## src/rtl/pipelined_adder.sv

```systemverilog
`default_nettype none
// ============================================================================
// Module   : pipelined_adder
// Brief    : WIDTH-bit add/sub split into CHUNK-bit slices, one register stage
//            per slice, valid/ready handshake with a single global advance.
// Revision : 1.0
// ============================================================================
module pipelined_adder #(
  parameter int WIDTH = 16,
  parameter int CHUNK = 4
) (
  input  logic             clk,
  input  logic             rst,
  input  logic             in_valid,
  output logic             in_ready,
  input  logic [WIDTH-1:0] x,
  input  logic [WIDTH-1:0] y,
  input  logic             c1,
  input  logic             sub,
  output logic             out_valid,
  input  logic             out_ready,
  output logic [WIDTH-1:0] z,
  output logic             carry,
  output logic             ovf
);

  localparam int STAGES = WIDTH / CHUNK;
  localparam int LAST   = STAGES - 1;

  logic             w_adv;

  logic             w_v_in   [STAGES];
  logic [WIDTH-1:0] w_res_in [STAGES];
  logic [WIDTH-1:0] w_x_in   [STAGES];
  logic [WIDTH-1:0] w_y_in   [STAGES];
  logic             w_c_in   [STAGES];

  logic             r_v_q    [STAGES];
  logic [WIDTH-1:0] r_res_q  [STAGES];
  logic [WIDTH-1:0] r_x_q    [STAGES];
  logic [WIDTH-1:0] r_y_q    [STAGES];
  logic             r_c_q    [STAGES];
  logic             r_cmsb_q [STAGES];

  // Whole pipe moves or holds as one; a stalled output freezes every stage.
  assign w_adv    = ~r_v_q[LAST] | out_ready;
  assign in_ready = w_adv;

  // Subtraction is x + ~y + 1, so the inverted operand enters stage 0 directly.
  assign w_v_in[0]   = in_valid;
  assign w_res_in[0] = '0;
  assign w_x_in[0]   = x;
  assign w_y_in[0]   = sub ? ~y : y;
  assign w_c_in[0]   = sub | c1;

  for (genvar k = 0; k < STAGES; k++) begin : g_stage
    localparam int BASE = k * CHUNK;

    logic [CHUNK:0]   w_sum;
    logic [WIDTH-1:0] w_res_d;
    logic             w_cmsb_d;

    if (k > 0) begin : g_link
      assign w_v_in[k]   = r_v_q[k-1];
      assign w_res_in[k] = r_res_q[k-1];
      assign w_x_in[k]   = r_x_q[k-1];
      assign w_y_in[k]   = r_y_q[k-1];
      assign w_c_in[k]   = r_c_q[k-1];
    end

    assign w_sum = {1'b0, w_x_in[k][BASE +: CHUNK]}
                 + {1'b0, w_y_in[k][BASE +: CHUNK]}
                 + {{CHUNK{1'b0}}, w_c_in[k]};

    always_comb begin
      w_res_d                = w_res_in[k];
      w_res_d[BASE +: CHUNK] = w_sum[CHUNK-1:0];
    end

    // Carry into the slice MSB recovered from its sum bit and operand bits.
    assign w_cmsb_d = w_sum[CHUNK-1] ^ w_x_in[k][BASE+CHUNK-1] ^ w_y_in[k][BASE+CHUNK-1];

    always_ff @(posedge clk or posedge rst) begin
      if (rst) begin
        r_v_q[k]    <= 1'b0;
        r_res_q[k]  <= '0;
        r_x_q[k]    <= '0;
        r_y_q[k]    <= '0;
        r_c_q[k]    <= 1'b0;
        r_cmsb_q[k] <= 1'b0;
      end else if (w_adv) begin
        r_v_q[k]    <= w_v_in[k];
        r_res_q[k]  <= w_res_d;
        r_x_q[k]    <= w_x_in[k];
        r_y_q[k]    <= w_y_in[k];
        r_c_q[k]    <= w_sum[CHUNK];
        r_cmsb_q[k] <= w_cmsb_d;
      end
    end
  end

  assign out_valid = r_v_q[LAST];
  assign z         = r_res_q[LAST];
  assign carry     = r_c_q[LAST];
  assign ovf       = r_cmsb_q[LAST] ^ r_c_q[LAST];

endmodule
`default_nettype wire

```

## config.mk

```make
export PLATFORM = sky130hd
export DESIGN_NAME = pipelined_adder
export DESIGN_NICKNAME = d
export VERILOG_FILES = /design/src/rtl/pipelined_adder.sv
export SDC_FILE = /design/constraint.sdc
export NUM_CORES = 1
export LEC_CHECK = 0
export BUFFER_PORTS_ARGS = -buffer_cell sky130_fd_sc_hd__buf_2
export CAP_MARGIN = 0
export CORE_MARGIN = 2
export CORE_UTILIZATION = 59
export CTS_BUF_LIST = sky130_fd_sc_hd__clkbuf_2
export DETAILED_ROUTE_END_ITERATION = 6
export PLACE_DENSITY = 0.81
export REMOVE_ABC_BUFFERS = 1
export SETUP_SLACK_MARGIN = 0.2
export SYNTH_ARGS = -nofsm -noshare
export SYNTH_HDL_FRONTEND = slang
export SYNTH_SLANG_ARGS = --single-unit
```

## constraint.sdc

```tcl
create_clock -name clk -period 4 [get_ports clk]
set_clock_uncertainty 0.15 [all_clocks]
set_input_delay 0.2 -clock clk [delete_from_list [all_inputs] [get_ports clk]]
set_output_delay 0.2 -clock clk [all_outputs]
set_load 0.1 [all_outputs]
```

==> flow_summary.ini <==
[synthesis]
synth_adder_area_share_pct = 7.19
synthMuxAreaShare_pct = 0
async_flop_share_pct = 100
ys_ff_latch = 97
ys_seq_area_share_pct = 56.3
yosys_warnings = 0
synth_top_family_by_area = simple AND/OR/NAND/NOR gates
synth_xor_area_share_pct = 4.38
synth_cell_types = 27
yosys_most_used_dff = dfrtp_1
synthSimpleGateAreaFrac_pct = 21.4
synth_edf_count = 0
synthCells = 458
synth_compound_area_share_pct = 7.25
syn_avg_cell_area_sq_um = 9.42
syn_area_sq_um = 4310

[grt]
grt_overflow = 0
grt_pass1_vias = 2959
globalRouteTotalUtil_pct = 22.1
grt_pass1_wl_um = 13400
grt_max_degree = 104
antenna_found_initial = 0

[timing]
slew_headroom_pct = 35.6
slew_viol_final = 0
holdWs_ns = 0.0333
hold_viol_final = 0
setup_violations = 0
fin_crit_sh_pct = 59.1
worst_pin_slew_ns = 0.966
fin_crit_ns = 2.36
setup_tns_ns = 0
rsz0062_at_grt = no
fmax_mhz = 423

[critical_path]
cp_max_fo = 29
critPathRequiredTime_ns = 3.65
path_depth = 3
startpoint_type = register
crit_chain = nor2b_4 > inv_2 > buf_2
crit_arrival_ns = 2.01
cpPeakStageDelay_ns = 0.52
critPathBufInv = 2
end_kind = output pin
reg2reg_slack_ns = 1.98
crit_type = reg2out
crit_slowest_cell = buf_2
cp_top_family = buffers and inverters
reg2reg_depth = 5

[routing]
vias_per_cell = 4.92
route.met2.wl_um = 4080
ant_nets = 0
drc = 0
first_iter_violations = 266
wl_per_cell_um = 12.3
wirelength_met1_um = 3350
routed-wl-met3_um = 241
highest_layer = met4
vias = 3157
drt_wl_total_um = 7870
dr.pass1.iters = 4

[floorplanning]
dieArea_sq_um = 8010
core-area_sq_um = 7180
die_y_um = 89.5
rows = 31
pin_count = 58
initial_utilization_pct = 60.1
die_width_um = 89.5

[clock_tree]
cts_buffer_depth = 2
post-cts-setup-buffers = 0
h-tree-depth = 3
cts_tree = built
clkSinkCount = 97
clk_pin_slew_worst_paths_ns = 0.25
cts_root_buffer = clkbuf_2
cts_buffers = 9
clk_latency_ns = 0.55

[place]
dpl.hpwl_um = 4780
io_buffers = 57
gp_congestion = 0.778

[min_path]
holdPathStages = 3
hold_class = in2reg

[final_layout]
antenna-diode-count = 0
final_common_cell = nand2_1
drive_gt1_share_pct = 15.7
layout_common_cells = nand2_1 (222), dfrtp_1 (97), buf_2 (57)
area_delta_synth_final_pct = 18.9
multi_input_area_sq_um = 1740
fillers = 547
regArea_sq_um = 2430
nets = 596

[power]
total_power_mw = 4.36
power.density_nw_per_um2 = 850
vdd_drop_max_mv = 0.330
leakage_nw = 2.68

[status]
status = complete, no violations

[run]
cap_viol_max_count = 0
-- power breakdown --
part	leakage [nW]	switching, mW	internal (mW)	total [mW]
sequential	1.17	0.243	1.41	1.65
combinational	1.42	1.49	0.637	2.12
clock	0.0896	0.315	0.268	0.583
total	2.68	2.04	2.32	4.36
-- worst paths after layout --
kind                                       startpoint                     to
worst min-delay path                              sub  r_y_q[56]$_DFFE_PP0P_
min in group asynchronous                         rst       z[6]$_DFFE_PP0P_
worst max-delay path            out_valid$_DFFE_PP0P_               in_ready
worst max register to register  r_x_q[40]$_DFFE_PP0P_   r_c_q[1]$_DFFE_PP0P_
max in group asynchronous                         rst  r_x_q[62]$_DFFE_PP0P_
worst min register to register       z[9]$_DFFE_PP0P_       z[9]$_DFFE_PP0P_
-- kinds of logic (layout without fill, tap and decap cells) --
logic type,after synthesis,count (layout)
AND/OR/NAND/NOR,238,238
adder cells (fa/ha/maj),20,20
buffers and inverters,33,118
AO/OA/AOI/OAI,50,50
flip-flops,97,97
XOR/XNOR,20,20
-- per-stage QoR --
| stage | instance area [sq um] | setup WS (ns) | util [%] | cells |
|---|---|---|---|---|
| floorplan | 4200 | -2.25 | - | 435 |
| global placement | 4650 | 1.70 | 64.8 | 594 |
| detailed placement | 4650 | 1.66 | 64.8 | 594 |
| CTS | 5130 | 1.59 | 71.5 | 642 |
| global route | 5130 | 1.52 | 71.5 | 642 |
| finish | 5130 | 1.64 | 71.5 | 642 |
-- layout make-up --
type                    instances  area share, %
flip-flops and latches         97           47.3
multi-input cells             328           33.9
repair buffers                 92           12.5
well taps                      99           2.42
clock inverters                 6           2.07
clock buffers                  10          0.976
inverters                      10          0.781
-- state kept, by name, summed over array words and instances, names as in the netlist --
| signal | count |
|---|---|
| r_x_q | 24 |
| z | 16 |
| r_cmsb_q | 1 |
| r_v_q | 3 |
| g_stage.w_res_d | 24 |
| r_c_q | 3 |
| carry | 1 |
| out_valid | 1 |
| r_y_q | 24 |
-- worst reg2reg max path, delay by kind of cell, from the launching register on --
kind            cells  cell delay [ns]
compound gates      3             0.44
fa+ha+maj           2             0.88
flops               1             0.46
-- timing repair --
action                    4_1_cts  5_1_grt
gates resized for setup         0        0
hold endpoints to repair       95        0
hold buffers                   32        0
-- per-layer routing --
layer	up-vias	GRT usage [%]
li1	1594	-
met1	1471	28.5
met2	74	36.3
met3	18	3.23
met4	0	11.5
met5	-	0
-- cell usage after synthesis, types with 2 or more instances --
| library cell | count | area share [%] |
|---|---|---|
| buf_2 | 19 | 2.2 |
| nor2b_1 | 2 | 0.29 |
| fa_1 | 8 | 3.7 |
| xor2_1 | 6 | 1.2 |
| o221a_2 | 3 | 0.78 |
| ha_1 | 12 | 3.5 |
| a21oi_1 | 13 | 1.5 |
| xnor2_1 | 13 | 2.6 |
| a2111o_1 | 3 | 0.78 |
| o21ai_0 | 23 | 2.7 |
| nor2_1 | 8 | 0.70 |
| inv_1 | 10 | 0.87 |
| nand2_1 | 222 | 19 |
| clkbuf_1 | 3 | 0.26 |
| dfrtp_1 | 97 | 56 |
| a21o_1 | 5 | 0.87 |
No activity file was read; power rests on OpenSTA's default activity.
